--- src/rtl/mult_arbiter_if.sv ---
// rtl/mult_arbiter_if.sv - requester and multiplier-side signal bundle for mult_arbiter
// slave is the arbiter's view; master is the view of the requesters and the multiplier.
interface mult_arbiter_if #(
  parameter int N = 4
);
  logic         req0;
  logic         req1;
  logic [N-1:0] a0;
  logic [N-1:0] b0;
  logic [N-1:0] a1;
  logic [N-1:0] b1;
  logic         ack0;
  logic         ack1;
  logic [N-1:0] result;
  logic         overflow;
  logic         zero;
  logic         negative;
  logic         owner;
  logic         busy;
  logic         mul_rst;
  logic [N-1:0] mul_a;
  logic [N-1:0] mul_b;
  logic [N-1:0] mul_result;
  logic         mul_overflow;
  logic         mul_zero;
  logic         mul_negative;

  modport slave (
    input  req0, req1, a0, b0, a1, b1,
    input  mul_result, mul_overflow, mul_zero, mul_negative,
    output ack0, ack1, result, overflow, zero, negative, owner, busy,
    output mul_rst, mul_a, mul_b
  );

  modport master (
    output req0, req1, a0, b0, a1, b1,
    output mul_result, mul_overflow, mul_zero, mul_negative,
    input  ack0, ack1, result, overflow, zero, negative, owner, busy,
    input  mul_rst, mul_a, mul_b
  );
endinterface

--- src/rtl/mult_arbiter.sv ---
// rtl/mult_arbiter.sv - round-robin sharing of one sequential multiplier between two requesters
// Optional MULT_ARB_ZERO_BYPASS_EN: zero-operand requests complete without running the multiplier.
module mult_arbiter #(
  parameter int N       = 4,
  parameter int LATENCY = 5
) (
  input  logic            clk,
  input  logic            rst,
  mult_arbiter_if.slave   bus
);
  localparam int            CW       = (LATENCY > 1) ? $clog2(LATENCY) : 1;
  localparam logic [CW-1:0] CNT_LAST = CW'(LATENCY - 1);

  typedef enum logic [1:0] {IDLE, LOAD, RUN, DONE} state_t;

  state_t        state;
  state_t        state_next;
  logic          last_grant;
  logic          winner;
  logic [CW-1:0] cnt;
  logic          any_req;
  logic          grant;
  logic          bypass;
  logic [N-1:0]  grant_a;
  logic [N-1:0]  grant_b;

  assign any_req = bus.req0 | bus.req1;
  // On a tie the requester that did not win last time gets the multiplier.
  assign grant   = (bus.req0 & bus.req1) ? ~last_grant : bus.req1;
  assign grant_a = grant ? bus.a1 : bus.a0;
  assign grant_b = grant ? bus.b1 : bus.b0;

`ifdef MULT_ARB_ZERO_BYPASS_EN
  assign bypass = (grant_a == '0) || (grant_b == '0);
`else
  assign bypass = 1'b0;
`endif

  always_ff @(posedge clk or negedge rst) begin
    if (!rst) begin
      state <= IDLE;
    end else begin
      state <= state_next;
    end
  end

  always_comb begin
    state_next  = state;
    bus.busy    = 1'b1;
    bus.mul_rst = 1'b1;
    bus.ack0    = 1'b0;
    bus.ack1    = 1'b0;
    case (state)
      IDLE: begin
        bus.busy = 1'b0;
        if (any_req) begin
          state_next = bypass ? DONE : LOAD;
        end
      end
      LOAD: begin
        state_next = RUN;
      end
      RUN: begin
        bus.mul_rst = 1'b0;
        if (cnt == CNT_LAST) begin
          state_next = DONE;
        end
      end
      DONE: begin
        bus.ack0   = ~winner;
        bus.ack1   = winner;
        state_next = IDLE;
      end
      default: begin
        state_next = IDLE;
      end
    endcase
  end

  // Operands latch at grant; the visible result/flags/owner change only on completion.
  always_ff @(posedge clk or negedge rst) begin
    if (!rst) begin
      last_grant   <= 1'b1;
      winner       <= 1'b0;
      cnt          <= '0;
      bus.mul_a    <= '0;
      bus.mul_b    <= '0;
      bus.result   <= '0;
      bus.overflow <= 1'b0;
      bus.zero     <= 1'b0;
      bus.negative <= 1'b0;
      bus.owner    <= 1'b0;
    end else begin
      case (state)
        IDLE: begin
          if (any_req) begin
            last_grant <= grant;
            winner     <= grant;
            bus.mul_a  <= grant_a;
            bus.mul_b  <= grant_b;
            if (bypass) begin
              bus.result   <= '0;
              bus.overflow <= 1'b0;
              bus.zero     <= 1'b1;
              bus.negative <= 1'b0;
              bus.owner    <= grant;
            end
          end
        end
        LOAD: begin
          cnt <= '0;
        end
        RUN: begin
          cnt <= cnt + 1'b1;
          if (cnt == CNT_LAST) begin
            bus.result   <= bus.mul_result;
            bus.overflow <= bus.mul_overflow;
            bus.zero     <= bus.mul_zero;
            bus.negative <= bus.mul_negative;
            bus.owner    <= winner;
          end
        end
        default: begin
        end
      endcase
    end
  end
endmodule

--- src/flat_wrapper.sv ---
// flat-port wrapper written by rule: the top's interface ports become plain ports
module mult_arbiter_flat 
#(
  parameter int N       = 4,
  parameter int LATENCY = 5
)
  (clk, rst, bus_req0, bus_req1, bus_a0, bus_b0, bus_a1, bus_b1, bus_mul_result, bus_mul_overflow, bus_mul_zero, bus_mul_negative, bus_ack0, bus_ack1, bus_result, bus_overflow, bus_zero, bus_negative, bus_owner, bus_busy, bus_mul_rst, bus_mul_a, bus_mul_b);
  mult_arbiter_if #(.N(N)) bus_i ();
  input  logic clk;
  input  logic rst;
  input wire logic [$bits(bus_i.req0)-1:0] bus_req0;
  input wire logic [$bits(bus_i.req1)-1:0] bus_req1;
  input wire logic [$bits(bus_i.a0)-1:0] bus_a0;
  input wire logic [$bits(bus_i.b0)-1:0] bus_b0;
  input wire logic [$bits(bus_i.a1)-1:0] bus_a1;
  input wire logic [$bits(bus_i.b1)-1:0] bus_b1;
  input wire logic [$bits(bus_i.mul_result)-1:0] bus_mul_result;
  input wire logic [$bits(bus_i.mul_overflow)-1:0] bus_mul_overflow;
  input wire logic [$bits(bus_i.mul_zero)-1:0] bus_mul_zero;
  input wire logic [$bits(bus_i.mul_negative)-1:0] bus_mul_negative;
  output wire logic [$bits(bus_i.ack0)-1:0] bus_ack0;
  output wire logic [$bits(bus_i.ack1)-1:0] bus_ack1;
  output wire logic [$bits(bus_i.result)-1:0] bus_result;
  output wire logic [$bits(bus_i.overflow)-1:0] bus_overflow;
  output wire logic [$bits(bus_i.zero)-1:0] bus_zero;
  output wire logic [$bits(bus_i.negative)-1:0] bus_negative;
  output wire logic [$bits(bus_i.owner)-1:0] bus_owner;
  output wire logic [$bits(bus_i.busy)-1:0] bus_busy;
  output wire logic [$bits(bus_i.mul_rst)-1:0] bus_mul_rst;
  output wire logic [$bits(bus_i.mul_a)-1:0] bus_mul_a;
  output wire logic [$bits(bus_i.mul_b)-1:0] bus_mul_b;
  assign bus_i.req0 = bus_req0;
  assign bus_i.req1 = bus_req1;
  assign bus_i.a0 = bus_a0;
  assign bus_i.b0 = bus_b0;
  assign bus_i.a1 = bus_a1;
  assign bus_i.b1 = bus_b1;
  assign bus_i.mul_result = bus_mul_result;
  assign bus_i.mul_overflow = bus_mul_overflow;
  assign bus_i.mul_zero = bus_mul_zero;
  assign bus_i.mul_negative = bus_mul_negative;
  assign bus_ack0 = bus_i.ack0;
  assign bus_ack1 = bus_i.ack1;
  assign bus_result = bus_i.result;
  assign bus_overflow = bus_i.overflow;
  assign bus_zero = bus_i.zero;
  assign bus_negative = bus_i.negative;
  assign bus_owner = bus_i.owner;
  assign bus_busy = bus_i.busy;
  assign bus_mul_rst = bus_i.mul_rst;
  assign bus_mul_a = bus_i.mul_a;
  assign bus_mul_b = bus_i.mul_b;
  mult_arbiter #(.N(N), .LATENCY(LATENCY)) u_core (.clk(clk), .rst(rst), .bus(bus_i));
endmodule
--- config.mk ---
export PLATFORM = sky130hd
export DESIGN_NAME = mult_arbiter_flat
export DESIGN_NICKNAME = d
export VERILOG_FILES = /design/src/rtl/mult_arbiter_if.sv /design/src/rtl/mult_arbiter.sv /design/src/flat_wrapper.sv
export SDC_FILE = /design/constraint.sdc
export NUM_CORES = 1
export LEC_CHECK = 0
export ABC_CLOCK_PERIOD_IN_PS = 2400
export CAP_MARGIN = 30
export CORE_ASPECT_RATIO = 1.5
export CORE_UTILIZATION = 45
export CTS_CLUSTER_DIAMETER = 60
export DETAILED_ROUTE_END_ITERATION = 6
export PLACE_DENSITY_LB_ADDON = 0.25
export SLEW_MARGIN = 20
export SYNTH_ARGS = -nofsm -noshare
export SYNTH_HDL_FRONTEND = slang
export SYNTH_SLANG_ARGS = --single-unit
export TNS_END_PERCENT = 1
--- constraint.sdc ---
create_clock -name clk -period 2.4 [get_ports clk]
set_input_delay 0.48 -clock clk [delete_from_list [all_inputs] [get_ports clk]]
set_output_delay 0.48 -clock clk [all_outputs]
set_load 0.05 [all_outputs]
# [Word-level counts from Yosys, hierarchy flattened]
# Index checks and enable logic that the tools add are counted.
[word_totals] ff_bits=23 latchBits=0 mem_bits_rw=0 rom_bits=0 inputBits=27 n_memories=0
[classes] n_addsub=1 n_mul=0 div=0 order_cmp=0 eq_ne=6 shift=0 n_mux=11 n_bitwise=4 n_reduce_logical=5
[ops] operator="4-bit 2-to-1 mux" count=2
[ops] operator="2-bit case mux with 4 select lines" count=1
[ops] operator="3-bit case mux with 2 select lines" count=1
[ops] operator="2-bit AND reduction" count=3
[ops] operator="1-bit 2-to-1 mux" count=5
[ops] operator="2-bit equality test, second input constant" count=2
[ops] operator="2-bit 2-to-1 mux" count=2
[ops] operator="2-bit by 1-bit != test with 1-bit output, second input constant" count=2
[ops] operator="3-bit by 1-bit adder with 3-bit output, second input constant" count=1
[ops] operator="3-bit equality test, second input constant" count=1
[ops] operator="2-bit by 1-bit equality test with 1-bit output, second input constant" count=1
[ops] operator="2-bit logical NOT" count=1
[ops] operator="1-bit inverter" count=2
[ops] operator="2-bit nonzero test" count=1
[ops] operator="1-bit bitwise AND" count=1
[ops] operator="1-bit bitwise OR" count=1

# [Logic depth before layout (Yosys ltp)]
[logic_depth] ltp_word=3 mapped_depth=5 depth_no_buf=5

# [Least setup slack after synthesis]
# Ideal clock, no wire load.
[synth_path] path_kind="reg-to-output" startpoint="register u_core.state[0]" endpoint="output bus_ack0" arrival_ns=1.210 setup_slack_ns=0.710 path_stages_with_launch=3 n_path_buf=0 cell_sequence="dfrtp_1 > ha_1 > nor2b_1"
[synth_via] elab_chain_len=2
[synth_lines] item="start, declared" line="mult_arbiter.sv:16" rtl="state_t state;"
[synth_lines] item="start signal, assigned" line="mult_arbiter.sv:43" rtl="state <= state_next;"
[synth_lines] item="2-bit equality test" line="mult_arbiter.sv:53" rtl="case (state)"
[synth_lines] item="1-bit 2-to-1 mux" line="mult_arbiter.sv:53"
[synth_lines] item="end, declared" line="flat_wrapper.sv:21" rtl="output wire logic [$bits(bus_i.ack0)-1:0] bus_ack0;"
# No other way between the ends.

# [Worst setup path in the final report]
# Ends and elaborated chain as after synthesis.

==> flow_summary.yaml <==
global_routing:
  grt_pass1_vias: 944
  antenna_found_initial: 0
  grt_usage: 0.195
  grt_pass1_wl_um: 4060
  grt.overflow.total: 0
  grt_max_degree: 24
routing:
  wire_per_inst_um: 13.3
  ant_nets: 0
  drt_wl_total_um: 2310
  vias: 910
  vias_per_cell: 5.26
  drcViolationCount: 0
  drt_iter0_drc: 42
  first_pass_iters: 4
timing:
  hold_violations: 0
  post-route-period-util: 0.950
  fin_tns_setup_ps: 0
  finClkSkew_ps: 2.16
  tightest_slew_ps: 521
  fmax_ghz: 0.439
  period_minus_slack_ps: 2280
  setup_viol: 0
  hold-worst-slack_ps: 509
  rsz0062_at_grt: "no"
  final_max_slew_viol_count: 0
  slew_headroom: 0.651
worst_setup_path:
  cp_max_fo: 3
  worst_setup_path_end_kind: "output port"
  cpPeakStageDelay_ps: 810
  worst_setup_path_start_kind: "flip-flop"
  critPathTopFamily: "buffers and inverters"
  critPathSlowestCell: "clkdlybuf4s50_1"
  arrival_ps: 1800
  path_class: "reg2out"
  worstPathCellList: "ha_1, nor2b_1, clkdlybuf4s50_1"
  cp.required_ps: 1920
  crit_buf_inv: 1
outcome:
  status: "finished clean"
placed_design:
  dpl.hpwl_um: 1810
  portBuffers: 46
  place_inst: 169
  gp_congestion: 0.699
die:
  die_y_um: 63.5
  core_area_um2: 2310
  top_level_ports: 47
  die-area_um2: 2730
  row_count: 21
  start_util: 0.490
  die_w_um: 43.0
power_and_ir_drop:
  leakage_nw: 0.702
  power_mw: 2.40
  powerDensity_nw_per_um2: 1470
  vdd_drop_max_uv: 928
final_layout:
  instances_no_fill: 173
  num-fill-cells: 186
  area_delta_synth_final_pct: 43.7
  finalNetCount: 184
  layout-drive-gt1-share: 0.193
  antennaDiodeCount: 0
clock_network:
  clock_sinks: 23
  path_clk_slew_ps: 120
  cts_hold_buf: 0
  htree_levels: 1
  cts_buffer_depth: 2
  insertion_delay_ps: 310
  cts_tree: "built"
  cts_root_buf: "clkbuf_4"
  cts_buffers: 3
  post_cts_resized: 0
  cts_setup_buffers: 0
synth:
  synth.distinct_cells: 27
  syn-num-nets: 135
  yosysSeqAreaShare: 0.509
  yosys_warnings: 0
  netlist_instances: 102
  netlist_area_um2: 1130
  synth_area_per_cell_um2: 11.1
  synth-seq-cells: 23
flow_run:
  maxCapViolCount: 0
worst_hold_path:
  hp-class: "in2async"
## worst reg2reg max path, delay by kind of cell, from the launching register on
| kind | cells | cell delay, ps |
|---|---|---|
| mux | 1 | 330 |
| simple gates | 1 | 250 |
| buf+inv | 1 | 110 |
| fa+ha+maj | 1 | 310 |
| flops | 1 | 420 |
## metrics by stage
step	instance area [um^2]	setup WS (ps)	util
2_1_floorplan	1130	710	-
3_3_place_gp	1600	504	0.693
3_5_place_dp	1600	462	0.693
4_1_cts	1630	94.3	0.705
5_1_grt	1630	6.27	0.705
6_report	1630	121	0.705
## area by class of cell
cell class                 instances  area (um^2)  share of cell area
inverter                           7         26.3              0.0161
timing repair buffer              47          463               0.284
clock buffer                       3         22.5              0.0138
multi-input combinational         69          507               0.311
tap                               23         28.8              0.0177
clock inverter                     1         5.00             0.00307
sequential                        23          577               0.354
## synth_stat cells (all sizes together)
cell,number,area [um^2]
a21bo,1,10.0
a21boi,1,18.8
a21oi,18,120
a22o,1,8.76
a31oi,1,6.26
and2,1,6.26
buf,2,18.8
clkbuf,1,5.00
dfrtp,22,551
dfstp,1,26.3
ha,6,75.1
inv,7,26.3
mux2,8,90.1
mux2i,2,20.0
nand2,11,41.3
nand3,3,20.0
nor2,8,30.0
nor2b,1,6.26
nor3b,1,12.5
o21a,1,7.51
o21ai,4,23.8
o32a,1,10.0
## layer usage
layer,routed length (um),global-route usage,share of wire
met1,793,0.209,0.34
met5,0,0,0
met2,1330,0.362,0.58
met4,40,0.0795,0.017
met3,136,0.0344,0.059
## cells by family (layout without fill, tap and decap cells)
family / after synthesis / after routing / share of synthesized area
compound gates: 28 / 28 / 0.181
fa+ha+maj: 6 / 6 / 0.0662
simple gates: 25 / 25 / 0.103
mux: 10 / 10 / 0.0971
flops: 23 / 23 / 0.509
buf+inv: 10 / 58 / 0.0442
## placed cells by master, fill, tap and decap left out
master	synthesis	routed
clkbuf_4	0	3
o32a_1	1	1
nor3b_2	1	1
o21a_1	1	1
nor2b_1	1	1
buf_4	1	3
ha_1	6	6
clkdlybuf4s50_1	0	44
a21oi_2	8	8
o21ai_1	1	1
and2_1	1	1
a22o_1	1	1
inv_1	7	7
a21boi_4	1	1
o21ai_2	1	1
nand3_2	1	1
dfstp_2	1	1
nor2_1	8	8
a21oi_1	10	10
mux2i_1	2	2
nand3_1	2	2
a21bo_2	1	1
o21ai_0	2	2
nand2_1	11	11
dfrtp_1	22	22
a31oi_1	1	1
clkinv_2	0	1
mux2_2	8	8
## sequential cells by signal, summed over array words and instances, names as in the netlist
signal and cells:
u_core.bus.mul_a 4, u_core.bus.mul_b 4, u_core.bus.result 4, u_core.cnt 3, u_core.state 2, u_core.bus.negative 1, u_core.bus.overflow 1, u_core.bus.owner 1
u_core.bus.zero 1, u_core.last_grant 1, u_core.winner 1
## final timing paths
check | end | start | slack (ps) | cells past startpoint
setup / recovery | bus_ack0 | u_core.state[0]$_DFFE_PN0P_ | 120 | 3
hold reg to reg | u_core.bus.owner$_DFFE_PN0P_ | u_core.bus.owner$_DFFE_PN0P_ | 530 | 1
min in group clk | u_core.bus.owner$_DFFE_PN0P_ | u_core.bus.owner$_DFFE_PN0P_ | 530 | 1
hold / removal | u_core.cnt[2]$_DFFE_PN0P_ | rst | 510 | 2
setup reg to reg | u_core.bus.overflow$_DFFE_PN0P_ | u_core.state[0]$_DFFE_PN0P_ | 890 | 4
max in group asynchronous | u_core.last_grant$_DFFE_PN1P_ | rst | 1610 | 2
## power breakdown
part	leakage, nW	switching [mW]	total, mW	internal [mW]
registers	0.270	0.115	0.695	0.579
clock network	0.0177	0.116	0.178	0.0623
logic	0.415	0.973	1.52	0.549
total	0.702	1.20	2.40	1.19
Note: power is estimated with default switching activity, not from simulation.
